$ cat config.mk
export PLATFORM = sky130hd
export DESIGN_NAME = bsg_manycore_request_initiator
export DESIGN_NICKNAME = d
export VERILOG_FILES = /design/src/rtl/bsg_manycore_request_initiator.sv
export SDC_FILE = /design/constraint.sdc
export NUM_CORES = 1
export LEC_CHECK = 0
export CAP_MARGIN = 10
export CORE_MARGIN = 3
export CORE_UTILIZATION = 30
export DETAILED_ROUTE_END_ITERATION = 10
export RECOVER_POWER = 25
export SLEW_MARGIN = 20
export SYNTH_ARGS = -nofsm -noshare
export SYNTH_HDL_FRONTEND = slang
export SYNTH_SLANG_ARGS = --single-unit
$ cat constraint.sdc
create_clock -name clk_i -period 3.8 [get_ports clk_i]
set_input_delay 0.76 -clock clk_i [delete_from_list [all_inputs] [get_ports clk_i]]
set_output_delay 0.76 -clock clk_i [all_outputs]
set_load 0.02 [all_outputs]
$ cat src/rtl/bsg_manycore_request_initiator.sv
// rtl/bsg_manycore_request_initiator.sv - credit-metered request initiator with in-order response FIFO
// Optional fence support: define BSG_MANYCORE_INITIATOR_FENCE_EN to add fence_i / fence_done_o.
module bsg_manycore_request_initiator #(
    parameter int x_cord_width_p    = 7,
    parameter int y_cord_width_p    = 7,
    parameter int data_width_p      = 32,
    parameter int addr_width_p      = 28,
    parameter int max_out_credits_p = 16,
    localparam int credit_w_lp            = $clog2(max_out_credits_p + 1),
    localparam int packet_width_lp        = addr_width_p + data_width_p + 4 + 2 * (x_cord_width_p + y_cord_width_p),
    localparam int return_packet_width_lp = data_width_p + 2 + x_cord_width_p + y_cord_width_p,
    localparam int link_sif_width_lp      = packet_width_lp + return_packet_width_lp + 4
) (
    input  logic                              clk_i,
    input  logic                              reset_i,
    input  logic [link_sif_width_lp-1:0]      link_sif_i,
    output logic [link_sif_width_lp-1:0]      link_sif_o,
    input  logic [packet_width_lp-1:0]        req_packet_i,
    input  logic                              req_v_i,
    output logic                              req_ready_o,
`ifdef BSG_MANYCORE_INITIATOR_FENCE_EN
    input  logic                              fence_i,
    output logic                              fence_done_o,
`endif
    output logic [return_packet_width_lp-1:0] resp_packet_o,
    output logic                              resp_v_o,
    input  logic                              resp_yumi_i,
    output logic [credit_w_lp-1:0]            out_credits_o,
    output logic                              idle_o
);

    localparam int ptr_w_lp = (max_out_credits_p > 1) ? $clog2(max_out_credits_p) : 1;
    localparam logic [credit_w_lp-1:0] max_credits_lp = credit_w_lp'(max_out_credits_p);

    // link_sif = {fwd.v, fwd.data, fwd.ready_and_rev, rev.v, rev.data, rev.ready_and_rev}
    logic                              fwd_v_in;
    logic                              fwd_ready_in;
    logic                              rev_v_in;
    logic [return_packet_width_lp-1:0] rev_data_in;
    logic                              unused_link_bits;

    assign rev_data_in  = link_sif_i[return_packet_width_lp:1];
    assign rev_v_in     = link_sif_i[return_packet_width_lp+1];
    assign fwd_ready_in = link_sif_i[return_packet_width_lp+2];
    assign fwd_v_in     = link_sif_i[link_sif_width_lp-1];
    assign unused_link_bits = ^{fwd_v_in, link_sif_i[link_sif_width_lp-2:return_packet_width_lp+3], link_sif_i[0]};

    logic [credit_w_lp-1:0]            credits_q, credits_d;
    logic [credit_w_lp-1:0]            count_q, count_d;
    logic [ptr_w_lp-1:0]               rd_ptr_q, wr_ptr_q;
    logic [return_packet_width_lp-1:0] mem_q [max_out_credits_p];
    logic                              have_credit;
    logic                              fence_block;
    logic                              fwd_v_out;
    logic                              issue;
    logic                              enq;
    logic                              deq;

    function automatic logic [ptr_w_lp-1:0] ptr_inc(input logic [ptr_w_lp-1:0] p);
        return (p == ptr_w_lp'(max_out_credits_p - 1)) ? '0 : p + ptr_w_lp'(1);
    endfunction

    assign have_credit = (credits_q != '0);
    // fwd.v is also held low while fencing so the router never takes an uncounted packet
    assign fwd_v_out   = req_v_i & have_credit & ~fence_block & ~reset_i;
    assign req_ready_o = fwd_ready_in & have_credit & ~fence_block & ~reset_i;
    assign issue       = req_v_i & req_ready_o;

    assign resp_v_o      = (count_q != '0) & ~reset_i;
    assign resp_packet_o = mem_q[rd_ptr_q];
    assign deq           = resp_yumi_i & resp_v_o;
    assign enq           = rev_v_in & ~reset_i;

    assign credits_d = credits_q - credit_w_lp'(issue) + credit_w_lp'(deq);
    assign count_d   = count_q + credit_w_lp'(enq) - credit_w_lp'(deq);

    assign out_credits_o = credits_q;
    assign idle_o        = (credits_q == max_credits_lp) & ~resp_v_o;

    assign link_sif_o = {fwd_v_out, req_packet_i, 1'b0, 1'b0, {return_packet_width_lp{1'b0}}, 1'b1};

    always_ff @(posedge clk_i or posedge reset_i) begin
        if (reset_i) begin
            credits_q <= max_credits_lp;
            count_q   <= '0;
            rd_ptr_q  <= '0;
            wr_ptr_q  <= '0;
        end else begin
            credits_q <= credits_d;
            count_q   <= count_d;
            if (enq) wr_ptr_q <= ptr_inc(wr_ptr_q);
            if (deq) rd_ptr_q <= ptr_inc(rd_ptr_q);
        end
    end

    always_ff @(posedge clk_i) begin
        if (enq) mem_q[wr_ptr_q] <= rev_data_in;
    end

`ifdef BSG_MANYCORE_INITIATOR_FENCE_EN
    typedef enum logic {RUN_S, FENCE_S} fence_state_e;
    fence_state_e state_q;
    logic         fence_done_q;

    always_ff @(posedge clk_i or posedge reset_i) begin
        if (reset_i) begin
            state_q      <= RUN_S;
            fence_done_q <= 1'b0;
        end else begin
            fence_done_q <= 1'b0;
            case (state_q)
                RUN_S: begin
                    // Already drained: acknowledge at once without entering FENCE
                    if (fence_i) begin
                        if ((credits_q == max_credits_lp) && !issue) fence_done_q <= 1'b1;
                        else                                          state_q      <= FENCE_S;
                    end
                end
                FENCE_S: begin
                    if (credits_q == max_credits_lp) begin
                        state_q      <= RUN_S;
                        fence_done_q <= 1'b1;
                    end
                end
                default: state_q <= RUN_S;
            endcase
        end
    end

    assign fence_block  = (state_q == FENCE_S);
    assign fence_done_o = fence_done_q;
`else
    assign fence_block = 1'b0;
`endif

`ifndef SYNTHESIS
    always @(posedge clk_i) begin
        if (!reset_i) begin
            assert (!fwd_v_in);
            assert (!(rev_v_in && (count_q == max_credits_lp) && !deq));
            assert (!(resp_yumi_i && !resp_v_o));
            assert (credits_q <= max_credits_lp);
            assert (!((credits_q == max_credits_lp) && deq && !issue));
            assert (!((credits_q == '0) && issue));
        end
    end
`endif

endmodule

# ---- Word level (Yosys, flattened, before mapping)
# Memory sizes are Yosys's and may differ from the RTL's.
# Cells that the tools add are included.
dict set report op_classes {
  n_addsub 6
  n_eq_ne 3
  n_mux 4
  n_bitwise 11
  n_reduce_logical 2
}
# cell count
set ops {}
lappend ops {{$add 5x1->5} 2}
lappend ops {{$reduce_bool 5->1} 2}
lappend ops {{$sub 5x1->5} 2}
lappend ops {{$and 1x1->1} 9}
lappend ops {{$add 4x1->4 const B} 2}
lappend ops {{$eq 4x4->1 const B} 2}
lappend ops {{$mux 4} 2}
lappend ops {{$eq 5x5->1 const B} 1}
lappend ops {{$mux 1} 2}
lappend ops {{$not 1->1} 2}
dict set report word_totals {
  regBits 18
  mem_bits_rw 768
  in_bits 240
  out_inout_bits 200
  wordCells 31
  memories 1
}
# memory depth width rd rd_ports_with_merged_regs write_ports line
set memory_table {}
lappend memory_table {mem_q 16 48 1 0 1 51} ;# logic [return_packet_width_lp-1:0] mem_q [max_out_credits_p];

# ---- Logic depth before layout (Yosys ltp)
dict set report depth {
  word_depth 6
  ltp_mapped 13
  mapped_depth_nobuf 13
}

# ---- Worst setup path before layout
# OpenSTA, ideal clock, no wires.
dict set report synth_timing {
  kind {in2reg}
  start {input port link_sif_i[49]}
  end {memory mem_q[4][0] (netlist name) (enable)}
  setup_time_ns 0.410
  t_arrival_ns 2.714
  t_required_ns 3.390
  setup_slack_ns 0.676
  stages 5
  path_cell_list {nor2b_1 > clkbuf_1 > inv_1 > nor3b_1 > and2_1}
}
dict set report synth_between {
  elab_chain_len 3
}
# element line
set synth_lines {}
lappend synth_lines {{start: declaration} 16} ;# input logic [link_sif_width_lp-1:0] link_sif_i,
lappend synth_lines {{$and 1x1->1} 72} ;# assign enq = rev_v_in & ~reset_i;
lappend synth_lines {{$mux 1} 97} ;# if (enq) mem_q[wr_ptr_q] <= rev_data_in;
lappend synth_lines {{$mux 1 (not written as such)} 97}
lappend synth_lines {{end: declaration} 51}
# No other way between the ends.

# ---- Worst setup path after layout
dict set report layout_timing {
  start {register rd_ptr_q[0]}
  end {output port resp_packet_o[31]}
}
dict set report layout_between {
  elab_chain_len 1
}
# element line
set layout_lines {}
lappend layout_lines {{start: declaration} 50} ;# logic [ptr_w_lp-1:0] rd_ptr_q, wr_ptr_q;
lappend layout_lines {{start signal: assignment} 92} ;# if (deq) rd_ptr_q <= ptr_inc(rd_ptr_q);
lappend layout_lines {{$mem_v2 16x48} --}
lappend layout_lines {{end: declaration} 25} ;# output logic [return_packet_width_lp-1:0] resp_packet_o,
# No other way between the ends.

==> out/qor.txt <==
core area: 104000 um^2
CP Launch Type: flop
design area: 36500 um^2
CP required: 3.04 ns
setup TNS: 0 ns
placed inst area: 33900 um^2
Clock transition at path regs: 0.06 ns
YS warnings: 0
setup violators final: 0
CTS sink count: 786
slowest CP cell: clkdlybuf4s50_1
Core Rows: 118
Residual DRC: 0
fraction of layout cells with a size suffix above 1: 0.169
Post-Syn Instances: 1660
GRT overflow: 0
Area Overhead vs Synth: 15.4%
First-pass DRT Iterations: 5
DP HPWL: 41500 um
die height: 331 um
crit path cell chain: buf_12 > mux4_2 > o211ai_1 > nand2_1 > clkdlybuf4s50_1
Die ar.: 109000 um^2
nets@finish: 1990
Slew Viols, Final: 0
DR iter-0 viols: 1227
via count: 15300
largest net degree at the start of global routing: 79
Mapped Area: 31600 um^2
antenna violations before repair: 16
# hold bufs at CTS: 0
GR Util All Layers: 0.136
Max-cap violations: 0
Initial Util: 0.304
critical path endpoint category: primary output
vias per std cell: 4.81
most common cell after layout, fill and taps aside: edfxtp_1
crit-path max FO: 38
Total Power: 25.7 mW
CP arrival: 2.97 ns
most frequent cells in the layout: edfxtp_1 (768), mux2i_1 (192), mux4_2 (96)
RSZ-0062 raised after global routing: true
TritonCTS clock tree: yes
final period utilization: 0.982
wire length per cell: 23.6 um
Syn Area/Cell: 19.0 um^2
achievable frequency: 268 MHz
Final Hold Viols: 0
Max VDD drop: 0.530 mV
root buffer cell: clkbuf_16
GP Congestion: 0.707
PortBufs: 110
Final min period: 3.73 ns
Slew headroom: 0.539
IO Pins: 440
P_leak: 12.0 nW
Worst R2R Setup Slack: 0.81 ns
hold_ws: 0.518 ns
DIE WIDTH: 331 um
vias in the first global route: 15900
Worst Setup Path Type: reg2out
CTS Buffer Depth: 3
worst skew pair latency: 0.63 ns
Synth Register Bits: 786
Num CTS Buffers: 76
Antenna Nets Post-Route: 0
register area share after synthesis: 0.744
clock skew: 0.0182 ns
fillers: 9602
status: completed
WL final: 75000 um
first-pass GRT wire length: 108000 um
H-tree depth: 3
worst-margin pin slew: 0.692 ns
P per Cell Area: 703 nW/um^2
slowest stage delay, CP: 0.61 ns
worst min path class: reg2reg
Synth cell types: 41
==> worst max-delay path: cells and delay by family (launching register included) <==
family	cells	cell delay, ns
flip-flops	1	0.50
AND/OR/NAND/NOR	1	0.22
AO/OA/AOI/OAI	1	0.19
multiplexers	1	0.53
buffers and inverters	2	0.89
==> logic make-up (layout without fill, tap and decap cells) <==
family          Yosys count  after routing  synth area share
xor+xnor                 10             10           0.00277
fa+ha+maj                19             19           0.00799
other cells               2             57          0.000238
flops                   786            786             0.744
mux                     289            289             0.130
buf+inv                 250            328            0.0549
simple gates             95             97            0.0139
compound gates          209            209            0.0470
==> per-layer routing <==
| layer | GRT usage | part of all wire | vias to the layer above |
|---|---|---|---|
| met5 | 0 | 0.0013 | - |
| li1 | - | - | 6615 |
| met4 | 0.0650 | 0.043 | 14 |
| met2 | 0.236 | 0.51 | 417 |
| met3 | 0.0287 | 0.061 | 263 |
| met1 | 0.161 | 0.39 | 7950 |
==> flip-flops by register name, indices dropped and copies added (netlist names) <==
name / flops
count_q: 5
wr_ptr_q: 4
rd_ptr_q: 4
out_credits_o: 5
mem_q: 768
==> repair_timing <==
action / 4_1_cts / 5_1_grt
cloned: 2 / 0
gates resized for setup: 32 / 22
pin swaps: 1 / 0
setup endpoints to repair: 48 / 20
hold endpoints to repair: 0 / 0
buffers inserted: 5 / 0
==> where the power goes <==
part	total, mW	switching (mW)	internal [mW]	leakage, nW
combinational	7.93	4.64	3.30	3.71
sequential	10.3	0.315	9.97	7.13
clock	7.44	3.17	4.27	1.18
total	25.7	8.12	17.5	12.0
==> synth_stat cells <==
master / instances / share of area
edfxtp_1: 768 / 0.73
mux2i_1: 192 / 0.061
buf_4: 152 / 0.036
mux4_2: 96 / 0.068
nand2_1: 57 / 0.0068
a221oi_1: 48 / 0.013
a22oi_1: 48 / 0.011
o211ai_1: 48 / 0.011
o21ai_1: 47 / 0.0074
clkbuf_1: 42 / 0.0050
and2_1: 18 / 0.0036
buf_6: 17 / 0.0061
dfrtp_1: 17 / 0.013
ha_1: 17 / 0.0067
inv_1: 17 / 0.0020
buf_2: 9 / 0.0014
nor2_1: 7 / 0.00083
o21ai_0: 6 / 0.00095
xnor2_1: 6 / 0.0017
a21oi_1: 5 / 0.00079
buf_1: 5 / 0.00059
buf_8: 5 / 0.0024
a21o_1: 4 / 0.00095
xor2_1: 4 / 0.0011
nand3_1: 3 / 0.00047
nor3b_1: 3 / 0.00071
and3_1: 2 / 0.00040
buf_12: 2 / 0.0013
conb_1: 2 / 0.00024
fa_1: 2 / 0.0013
a311oi_1: 1 / 0.00028
and2b_1: 1 / 0.00024
dfstp_2: 1 / 0.00083
inv_2: 1 / 0.00012
mux2_2: 1 / 0.00036
nor2b_1: 1 / 0.00020
nor2b_2: 1 / 0.00028
nor3_1: 1 / 0.00016
o21bai_1: 1 / 0.00024
o31ai_1: 1 / 0.00024
or4b_1: 1 / 0.00032
==> through the flow <==
stage | util | instances | setup WS (ns)
floorplan | - | 1709 | 0.676
global placement | 0.325 | 3026 | 0.358
detailed placement | 0.325 | 3026 | 0.336
CTS | 0.350 | 3169 | -0.000240
global route | 0.350 | 3170 | -0.0359
finish | 0.351 | 3175 | 0.0670
==> path summary, 6_finish.rpt <==
path / cells past startpoint / startpoint / end
min in group asynchronous: 3 / reset_i / rd_ptr_q[2]$_DFFE_PP0N_
max in group asynchronous: 3 / reset_i / out_credits_o[4]$_DFF_PP1_
max reg2reg: 14 / count_q[2]$_DFF_PP0_ / count_q[4]$_DFF_PP0_
min: 1 / count_q[0]$_DFF_PP0_ / count_q[0]$_DFF_PP0_
min reg2reg: 1 / count_q[0]$_DFF_PP0_ / count_q[0]$_DFF_PP0_
max: 5 / rd_ptr_q[0]$_DFFE_PP0N_ / resp_packet_o[31]
==> final cells by class <==
class / count / area, um^2 / area share
tap: 1380 / 1730 / 0.0473
clock buffer: 93 / 2010 / 0.0550
multi-input combinational: 675 / 6620 / 0.181
inverter: 18 / 67.6 / 0.00185
clock inverter: 43 / 447 / 0.0122
timing repair buffer: 174 / 2080 / 0.0570
antenna: 6 / 15.0 / 0.000411
sequential: 786 / 23500 / 0.645
Power figures use the tool's default switching activity.
